### src/rtl/hazard_stall_unit_pkg.sv
// Shared definitions for the hazard/stall unit: register-index width default,
// bubble encoding, FSM state encoding and the RegWrite normalisation helper.
package hazard_stall_unit_pkg;

  localparam int REG_ADDR_W_DEFAULT = 5;

  // A bubble carries no write, no load and destination x0.
  localparam logic BUBBLE_REGWRITE = 1'b0;
  localparam logic BUBBLE_MEMREAD  = 1'b0;

  typedef enum logic {
    ST_RUN  = 1'b0,
    ST_WAIT = 1'b1
  } hsu_state_e;

  // Writes to x0 are dropped at the ID/EX boundary so later stages never see
  // a live write to x0 and the load-use compare can ignore rd==0.
  function automatic logic norm_regwrite(input logic regwrite, input logic rd_is_zero);
    return regwrite & ~rd_is_zero;
  endfunction

endpackage

### src/rtl/hazard_stall_unit_pipe_ctrl_reg.sv
// One pipeline stage of destination/control info {RegWrite, MemRead, rd}.
// Ports:
//   clk, reset        clock, async active-low reset (clears to bubble)
//   hold              keep current contents (highest priority)
//   bubble            load a bubble instead of the incoming fields
//   regwrite_in/memread_in/rd_in    fields from the previous stage
//   regwrite_out/memread_out/rd_out registered fields
module pipe_ctrl_reg
  import hazard_stall_unit_pkg::*;
#(
  parameter int REG_ADDR_W = REG_ADDR_W_DEFAULT
) (
  input  logic                  clk,
  input  logic                  reset,
  input  logic                  hold,
  input  logic                  bubble,
  input  logic                  regwrite_in,
  input  logic                  memread_in,
  input  logic [REG_ADDR_W-1:0] rd_in,
  output logic                  regwrite_out,
  output logic                  memread_out,
  output logic [REG_ADDR_W-1:0] rd_out
);

  logic                  regwrite_q, regwrite_d;
  logic                  memread_q, memread_d;
  logic [REG_ADDR_W-1:0] rd_q, rd_d;

  always_comb begin
    regwrite_d = regwrite_q;
    memread_d  = memread_q;
    rd_d       = rd_q;
    if (!hold) begin
      if (bubble) begin
        regwrite_d = BUBBLE_REGWRITE;
        memread_d  = BUBBLE_MEMREAD;
        rd_d       = '0;
      end else begin
        regwrite_d = regwrite_in;
        memread_d  = memread_in;
        rd_d       = rd_in;
      end
    end
  end

  always_ff @(posedge clk or negedge reset) begin
    if (!reset) begin
      regwrite_q <= BUBBLE_REGWRITE;
      memread_q  <= BUBBLE_MEMREAD;
      rd_q       <= '0;
    end else begin
      regwrite_q <= regwrite_d;
      memread_q  <= memread_d;
      rd_q       <= rd_d;
    end
  end

  assign regwrite_out = regwrite_q;
  assign memread_out  = memread_q;
  assign rd_out       = rd_q;

endmodule

### src/rtl/hazard_stall_unit.sv
// Hazard/stall unit: carries destination info ID->EX->MEM->WB for the
// forwarding unit and resolves load-use stalls, taken-branch flushes and
// memory-wait freezes. Keeps a saturating count of stalled/frozen cycles.
// Ports:
//   clk, reset                      clock, async active-low reset
//   valid_ID, RegWrite_ID, MemRead_ID, rd_ID, rs1_ID, rs2_ID   ID instruction
//   branch_taken_EX                 taken branch resolved in EX
//   mem_ready                       load data returns this cycle
//   stall_IF, stall_ID, flush_ID    front-end control
//   RegWrite_/MemRead_/rd_ EX, MEM  stage fields; RegWrite_WB, rd_WB
//   mem_wait                        FSM in WAIT
//   stall_cycles                    saturating stall/freeze counter
//
// state | meaning
// ------+--------------------------------------------------
// RUN   | pipeline advancing normally
// WAIT  | a load in MEM is waiting for memory (informational)
module hazard_stall_unit
  import hazard_stall_unit_pkg::*;
#(
  parameter int REG_ADDR_W = REG_ADDR_W_DEFAULT,
  parameter int CNT_W      = 16
) (
  input  logic                  clk,
  input  logic                  reset,
  input  logic                  valid_ID,
  input  logic                  RegWrite_ID,
  input  logic                  MemRead_ID,
  input  logic [REG_ADDR_W-1:0] rd_ID,
  input  logic [REG_ADDR_W-1:0] rs1_ID,
  input  logic [REG_ADDR_W-1:0] rs2_ID,
  input  logic                  branch_taken_EX,
  input  logic                  mem_ready,
  output logic                  stall_IF,
  output logic                  stall_ID,
  output logic                  flush_ID,
  output logic                  RegWrite_EX,
  output logic                  MemRead_EX,
  output logic [REG_ADDR_W-1:0] rd_EX,
  output logic                  RegWrite_MEM,
  output logic                  MemRead_MEM,
  output logic [REG_ADDR_W-1:0] rd_MEM,
  output logic                  RegWrite_WB,
  output logic [REG_ADDR_W-1:0] rd_WB,
  output logic                  mem_wait,
  output logic [CNT_W-1:0]      stall_cycles
);

  hsu_state_e       state_q, state_d;
  logic [CNT_W-1:0] cnt_q, cnt_d;
  logic             load_use, freeze, lu_stall, stall_event;
  logic             memread_wb_unused;

  assign load_use = MemRead_EX & RegWrite_EX & valid_ID &
                    ((rd_EX == rs1_ID) | (rd_EX == rs2_ID));
  assign freeze   = MemRead_MEM & ~mem_ready;
  // A taken branch kills the dependent instruction, so its load-use is moot.
  assign lu_stall    = load_use & ~branch_taken_EX & ~freeze;
  assign stall_event = freeze | lu_stall;

  assign stall_IF = stall_event;
  assign stall_ID = stall_event;
  // Gated by reset so a stray branch input cannot flush during reset.
  assign flush_ID = reset & ~freeze & branch_taken_EX;

  pipe_ctrl_reg #(.REG_ADDR_W(REG_ADDR_W)) u_ex (
    .clk          (clk),
    .reset        (reset),
    .hold         (freeze),
    .bubble       (branch_taken_EX | lu_stall | ~valid_ID),
    .regwrite_in  (norm_regwrite(RegWrite_ID, rd_ID == '0)),
    .memread_in   (MemRead_ID),
    .rd_in        (rd_ID),
    .regwrite_out (RegWrite_EX),
    .memread_out  (MemRead_EX),
    .rd_out       (rd_EX)
  );

  pipe_ctrl_reg #(.REG_ADDR_W(REG_ADDR_W)) u_mem (
    .clk          (clk),
    .reset        (reset),
    .hold         (freeze),
    .bubble       (1'b0),
    .regwrite_in  (RegWrite_EX),
    .memread_in   (MemRead_EX),
    .rd_in        (rd_EX),
    .regwrite_out (RegWrite_MEM),
    .memread_out  (MemRead_MEM),
    .rd_out       (rd_MEM)
  );

  // WB takes a bubble while MEM is frozen so the load is not written twice.
  pipe_ctrl_reg #(.REG_ADDR_W(REG_ADDR_W)) u_wb (
    .clk          (clk),
    .reset        (reset),
    .hold         (1'b0),
    .bubble       (freeze),
    .regwrite_in  (RegWrite_MEM),
    .memread_in   (MemRead_MEM),
    .rd_in        (rd_MEM),
    .regwrite_out (RegWrite_WB),
    .memread_out  (memread_wb_unused),
    .rd_out       (rd_WB)
  );

  always_comb begin
    state_d = state_q;
    unique case (state_q)
      ST_RUN:  if (freeze)    state_d = ST_WAIT;
      ST_WAIT: if (mem_ready) state_d = ST_RUN;
      default: state_d = ST_RUN;
    endcase
  end

  always_comb begin
    cnt_d = cnt_q;
    if (stall_event && (cnt_q != {CNT_W{1'b1}}))
      cnt_d = cnt_q + CNT_W'(1);
  end

  always_ff @(posedge clk or negedge reset) begin
    if (!reset) begin
      state_q <= ST_RUN;
      cnt_q   <= '0;
    end else begin
      state_q <= state_d;
      cnt_q   <= cnt_d;
    end
  end

  assign mem_wait     = (state_q == ST_WAIT);
  assign stall_cycles = cnt_q;

endmodule
### config.mk
export PLATFORM = sky130hd
export DESIGN_NAME = hazard_stall_unit
export DESIGN_NICKNAME = d
export VERILOG_FILES = /design/src/rtl/hazard_stall_unit_pkg.sv /design/src/rtl/hazard_stall_unit_pipe_ctrl_reg.sv /design/src/rtl/hazard_stall_unit.sv
export SDC_FILE = /design/constraint.sdc
export NUM_CORES = 1
export LEC_CHECK = 0
export CAP_MARGIN = 20
export CORE_AREA = 2 2 66 68
export CTS_CLUSTER_SIZE = 40
export DETAILED_ROUTE_END_ITERATION = 12
export DIE_AREA = 0 0 68 70
export GPL_ROUTABILITY_DRIVEN = 0
export PLACE_DENSITY = 0.84
export SLEW_MARGIN = 20
export SYNTH_ARGS = -nofsm -noshare
export SYNTH_HDL_FRONTEND = slang
export SYNTH_SLANG_ARGS = --single-unit
### constraint.sdc
create_clock -name clk -period 2.9 [get_ports clk]
set_clock_uncertainty 0.1 [all_clocks]
set_input_delay 0.87 -clock clk [delete_from_list [all_inputs] [get_ports clk]]
set_output_delay 0.87 -clock clk [all_outputs]
set_load 0.005 [all_outputs]
==> results of run 1 <==
[timing repair]
item / in CTS / in global routing
buffers inserted: 1 / 0
setup endpoints to repair: 3 / 2
resized for setup: 21 / 13
pin swaps: 6 / 5
[worst register-to-register path, stage by stage, from the launching register on]
cell and delay (ns):
dfrtp_1 0.46, nand4b_4 0.16, nor4_2 0.28, nand3_1 0.15, nand3_4 0.12, buf_4 0.22, and2_2 0.20, mux2_4 0.30
[worst min-delay path by stage]
| stage | end | slack (ns) | depth (start not counted) |
|---|---|---|---|
| floorplan | u_mem.rd_out[0] | 0.38 | 2 |
| global placement | u_mem.rd_out[0] | 0.37 | 2 |
| detailed placement | u_mem.rd_out[0] | 0.38 | 2 |
| CTS | u_mem.rd_out[0] | 0.40 | 2 |
| global route | u_wb.rd_out[0] | 0.43 | 1 |
| finish | u_mem.rd_out[0] | 0.39 | 2 |
[power groups by stage]
| stage | logic [W] | clock network (W) | registers, W |
|---|---|---|---|
| floorplan | 0.000101 | 0 | 0.000630 |
| global placement | 0.000272 | 0 | 0.000631 |
| detailed placement | 0.000281 | 0 | 0.000634 |
| CTS | 0.000279 | 0.000404 | 0.000625 |
| global route | 0.000306 | 0.000429 | 0.000634 |
| finish | 0.000280 | 0.000395 | 0.000625 |
[metrics by stage]
step / hold slack, ns / setup TNS [ns] / util, % / setup WS (ns)
3_3_place_gp: 0.3699 / -1.791 / 58.21 / -0.6308
5_1_grt: 0.4299 / -0.05685 / 61.50 / -0.04048
4_1_cts: 0.3951 / 0 / 60.81 / 0.003131
6_report: 0.3887 / 0 / 61.50 / 0.04612
3_5_place_dp: 0.3791 / -1.920 / 58.21 / -0.6592
2_1_floorplan: 0.3766 / 0 / - / 0.1182
[layout by cell type, fill, tap and decap left out, types with 5 or more instances in the layout]
cell type and instances:
nor2_1 10, a22o_1 6, dfrtp_1 37, nand2_1 27, and2_1 6, nand3_1 15, clkdlybuf4s50_1 49, xnor2_1 14
buf_4 9, clkbuf_8 7, xor2_1 5, and3_1 6
[sequential cells by signal, summed over array words and instances (netlist names)]
register,flops
stall_cycles,16
u_ex.rd_out,5
u_mem.rd_out,5
u_wb.rd_out,5
mem_wait,1
u_ex.memread_out,1
u_ex.regwrite_out,1
u_mem.memread_out,1
u_mem.regwrite_out,1
u_wb.regwrite_out,1
[synthesized netlist by cell type, drive strengths merged (2+ instances only)]
| cell | n |
|---|---|
| and3 | 6 |
| xnor2 | 14 |
| clkbuf | 2 |
| a22o | 6 |
| nand4 | 4 |
| nand2b | 2 |
| dfrtp | 37 |
| mux2 | 4 |
| nor2 | 10 |
| and2 | 7 |
| buf | 2 |
| nand3 | 17 |
| nand2 | 27 |
| nor4 | 2 |
| xor2 | 7 |
| nor3 | 2 |
[metal layers]
layer	part of all wire [%]	wire, um	track usage [%]
met2	50	2009	29.13
met3	4.6	185	2.899
met4	2.7	110	10.22
met1	43	1729	24.37
met5	0	0	0
[cell type report]
cell class              count  area (um2)
clock inverters             1       5.005
clock buffers               7       96.34
multi-input cells         116       807.0
flip-flops and latches     37       925.9
well taps                  52       65.06
fillers                   369        1595
repair buffers             70       649.4
[kinds of logic (layout without fill, tap and decap cells)]
| group | after synthesis | in the layout |
|---|---|---|
| simple gates | 81 | 81 |
| flops | 37 | 37 |
| xor+xnor | 21 | 21 |
| compound gates | 9 | 9 |
| mux | 4 | 4 |
| buf+inv | 4 | 78 |
| fa+ha+maj | 1 | 1 |
==> impl_metrics.csv, run 1 <==
group,metric,value,unit
critical_path,critPathLaunch,"rs1_ID[0]",
flow_run,drv_cap,0,
critical_path,worstPathArrival,1.88,ns
hold_path,hold_path.class,"reg2reg",
synthesis,post-synth-top-area-cell,"dfrtp_1",
timing,worstMarginPinSlew,0.4576,ns
synthesis,syn_avg_cell_area,10.88,um2
grt,grt_max_degree,38,
timing,finalHoldViolCount,0,
timing,finalCritPeriodShare,98.41,%
critical_path,r2r_start,"u_ex.regwrite_out",
route,drt_iter0_drc,120,
hold_path,hp-start,"u_mem.rd_out[0]",
critical_path,cp_num_cells,5,
synthesis,synth_top_area_share,54.21,%
clocking,cts_buffers,5,
floorplan,rows,24,
power,p_switching,0.0003449,W
critical_path,cp-start-kind,"input port",
floorplan,start_util,41.21,%
clocking,cts_tree,"built",
clocking,ctsHoldBuffers,0,
synthesis,synth_area_leaders,"dfrtp_1 54%, xnor2_1 7.2%, nand2_1 5.9%",
grt,grt-ovfl-total,0,
placement,hpwl,2932,um
floorplan,core_area,4144,um2
synthesis,yosys.area_share.simple,25.35,%
synthesis,synthCells,157,
power,clkPwrFrac,30.4,%
route,antenna_left,0,
layout,nets,253,
synthesis,synth_cell_types,29,
synthesis,ys_seq_area_share,54.21,%
timing,min_period,2.854,ns
critical_path,worst_ep_required_time,1.93,ns
critical_path,crit_buf_inv,2,
grt,grt_pass1_vias,1391,
critical_path,critPathTopFamily,"buffers and inverters",
synthesis,synth_compound_area_share,4.322,%
synthesis,synth_nets,180,
clocking,clock_sinks,37,
layout,antenna_cells,0,
synthesis,async_reset_ff_share,100.0,%
synthesis,synth_edf_count,0,
timing,slew_violations,0,
synthesis,syn_area,1708,um2
timing,finalSetupViolCount,0,
timing,fmax,350.4,MHz
synthesis,ys.warnings.count,0,
synthesis,synth.mux.area_fraction,3.077,%
power,comb_power_share,21.5,%
placement,port_buffers,61,
critical_path,r2r_cells,7,
outcome,status,"completed",
layout,final_cells,283,
critical_path,cp_max_fo,3,
synthesis,synth-seq-cells,37,
floorplan,fp.dieH,70,um
clocking,htree_num_levels,2,
timing,slew-limit-headroom,69.49,%
critical_path,worst-r2r-setup-slack,0.79,ns
synthesis,synthFlopType,"dfrtp_1",
critical_path,end_kind,"primary output",
power,internal_power,0.0009552,W
synthesis,yosys.area_share.adder,0.7326,%
critical_path,path_cells,"clkdlybuf4s50_1, xnor2_1, nand3_1, nand3_4, buf_2",
clocking,worstSkewPairLatency,0.29,ns
synthesis,synth_top_family_by_area,"simple AND/OR/NAND/NOR gates",
critical_path,slowest_stage,"clkdlybuf4s50_1",
route,num_vias,1396,
critical_path,worst-setup-path-type,"in2out",
route,drc_errors,0,
grt,grt_pass1_wl,6637,um
clocking,path_clk_slew,0.07,ns
layout,fin_area,2549,um2
power,p_leak,1.148,nW
route,viasPerCell,4.933,
critical_path,endpoint,"stall_ID",
floorplan,fp.dieW,68,um
grt,grt_antenna_before_repair,0,
layout,area_growth,49.23,%
layout,layout-drive-gt1-share,15.58,%
floorplan,die_area,4760,um2
route,wl_per_cell,14.26,um
floorplan,io_pins,62,
power,p_per_area,510.1,nW/um2
placement,place_area,2412,um2
power,switching_share,26.53,%
route,dr.pass1.iters,4,
power,total_power,0.001300,W
grt,grt_usage,18.67,%
placement,placed_cells,274,
route,routed_wl,4035,um
power,sequentialPowerShare,48.1,%
clocking,cts.path.max_buffers,2,
synthesis,synthXorXnorAreaFrac,10.77,%
critical_path,r2r-end,"stall_cycles[1]",
power,vdd_drop_max,0.0002648,V
critical_path,critPathMaxStageDelay,0.41,ns
clocking,clockRootBuffer,"clkbuf_8",
Note: power is estimated with default switching activity, not from simulation.
==> inputs of run 2 (changes only) <==
CTS_BUF_LIST = sky130_fd_sc_hd__clkbuf_16   (was default)
HOLD_SLACK_MARGIN = 0.1   (was default)
==> run 2 against run 1 <==
  * Highest routed layer unchanged
  * Setup slack improved by 0.0062 ns
  * Clock power rose by 29%
  * Power rose by 9.0%
  * Die area did not move
  * Largest power group unchanged
  * Global-route usage rose by 0.59 points
  * Worst hold slack got worse by 0.0045 ns
  * Critical path type unchanged
  * Largest cell class unchanged
  * Design area rose by 1.7%
  * First-iteration DRC count rose by 21%
  * Register-to-register slack got worse by 0.03 ns
==> impl_metrics.csv, run 2 (same netlist as run 1, synthesis figures left out) <==
group,metric,value,unit
layout,layout-drive-gt1-share,14.72,%
timing,worstMarginPinSlew,0.4641,ns
power,vdd_drop_max,0.0003060,V
critical_path,worst-r2r-setup-slack,0.76,ns
floorplan,core_area,4144,um2
critical_path,cp_max_fo,3,
critical_path,worst_ep_required_time,1.93,ns
critical_path,r2r-end,"stall_cycles[1]",
clocking,cts.path.max_buffers,2,
power,p_per_area,546.8,nW/um2
critical_path,cp-start-kind,"input port",
floorplan,rows,24,
critical_path,critPathLaunch,"rs1_ID[0]",
route,routed_wl,4099,um
critical_path,cp_num_cells,5,
layout,final_cells,283,
power,sequentialPowerShare,44.2,%
outcome,status,"completed",
grt,grt_pass1_vias,1386,
critical_path,path_cells,"clkdlybuf4s50_1, xnor2_1, nand3_1, nand3_4, buf_6",
placement,hpwl,2932,um
critical_path,critPathTopFamily,"buffers and inverters",
grt,grt_max_degree,38,
critical_path,critPathMaxStageDelay,0.41,ns
layout,area_growth,51.72,%
timing,min_period,2.848,ns
flow_run,drv_cap,0,
route,antenna_left,0,
floorplan,fp.dieW,68,um
clocking,worstSkewPairLatency,0.28,ns
clocking,path_clk_slew,0.05,ns
layout,layout_commonest_cell,"clkdlybuf4s50_1",
timing,finalHoldViolCount,0,
clocking,clockRootBuffer,"clkbuf_16",
route,wl_per_cell,14.48,um
timing,worst_slack,0.05234,ns
layout,final_core_util,62.53,%
hold_path,hold_path.class,"reg2reg",
floorplan,die_area,4760,um2
critical_path,crit_buf_inv,2,
layout,antenna_cells,0,
route,num_vias,1382,
timing,finalCritPeriodShare,98.20,%
clocking,ctsHoldBuffers,0,
power,clkPwrFrac,35.9,%
power,p_switching,0.0003641,W
layout,largest_reg_flops,16,
placement,dp_slack,-0.6592,ns
layout,nets,253,
critical_path,r2r_start,"u_ex.regwrite_out",
power,comb_power_share,19.9,%
power,internal_power,0.001053,W
placement,placed_cells,274,
critical_path,end_kind,"primary output",
timing,fmax,351.2,MHz
critical_path,worstPathArrival,1.88,ns
clocking,htree_num_levels,2,
clocking,cts_tree,"built",
critical_path,r2r_cells,7,
route,dr.pass1.iters,4,
clocking,cts_buffers,5,
timing,fin_hold_ws,0.3842,ns
timing,slew-limit-headroom,69.06,%
timing,slew_violations,0,
route,drt_iter0_drc,145,
floorplan,io_pins,62,
power,switching_share,25.70,%
power,p_leak,1.164,nW
floorplan,fp.dieH,70,um
grt,grt_antenna_before_repair,0,
timing,finalSetupViolCount,0,
placement,port_buffers,61,
floorplan,start_util,41.21,%
critical_path,endpoint,"stall_IF",
critical_path,worst-setup-path-type,"in2out",
grt,grt_pass1_wl,6789,um
clocking,clock_sinks,37,
route,drc_errors,0,
critical_path,slowest_stage,"clkdlybuf4s50_1",
layout,mostFrequentLayoutCells,"49 x clkdlybuf4s50_1, 37 x dfrtp_1, 27 x nand2_1, 15 x nand3_1, 14 x xnor2_1",
route,viasPerCell,4.883,
grt,grt-ovfl-total,0,
grt,grt_usage,19.26,%
run 2: cell types whose count changed in the layout (fill, tap and decap cells not counted):
cell       before  now
buf_2           2    1
buf_6           1    2
clkbuf_16       0    5
clkbuf_8        7    0
clkinv_1        0    2
run 2: worst min-delay path by stage:
stage / startpoint / to / depth (start not counted)
finish: u_mem.rd_out[0] / u_mem.rd_out[0] / 2
global route: u_mem.rd_out[0] / u_wb.rd_out[0] / 1
CTS: u_mem.rd_out[0] / u_mem.rd_out[0] / 2
detailed placement: u_mem.rd_out[0] / u_mem.rd_out[0] / 2
global placement: u_mem.rd_out[0] / u_mem.rd_out[0] / 2
floorplan: u_mem.rd_out[0] / u_mem.rd_out[0] / 2
run 2: cell type report:
cell class	instances	area [um2]
fillers	361	1553
clock inverters	3	12.51
repair buffers	70	655.6
clock buffers	5	125.1
well taps	52	65.06
flip-flops and latches	37	925.9
multi-input cells	116	807.0
run 2: metal layers:
| metal | share of wire [%] | vias to the layer above | GRT usage (%) |
|---|---|---|---|
| met4 | 2.7 | 0 | 10.22 |
| met1 | 43 | 655 | 24.45 |
| li1 | - | 682 | - |
| met3 | 3.4 | 9 | 3.382 |
| met5 | 0 | - | 0 |
| met2 | 51 | 36 | 30.64 |
run 2: per-stage QoR:
stage	setup TNS, ns	cell area [um2]	power [W]
global route	-0.04668	2591	0.001483
finish	0	2591	0.001417
detailed placement	-1.920	2412	0.0009147
CTS	0	2556	0.001421
global placement	-1.791	2412	0.0009026
floorplan	0	1708	0.0007311
run 2: power by group through the flow:
stage	Clock (W)	Combinational (W)	Sequential [W]
floorplan	0	0.000101	0.000630
detailed placement	0	0.000281	0.000634
CTS	0.000516	0.000279	0.000626
global route	0.000541	0.000307	0.000635
finish	0.000509	0.000281	0.000627
global placement	0	0.000272	0.000631
run 2: worst reg2reg max path: stages, from the launching register on:
cell and delay (ns):
dfrtp_1 0.46, nand4b_4 0.16, nor4_2 0.29, nand3_1 0.15
nand3_4 0.13, buf_4 0.24, and2_2 0.21, mux2_4 0.30
run 2: what timing repair did:
item                       CTS  global route
setup endpoints to repair    3             2
setup buffers                1             0
resized for setup           21            14
pin swaps                    6             5
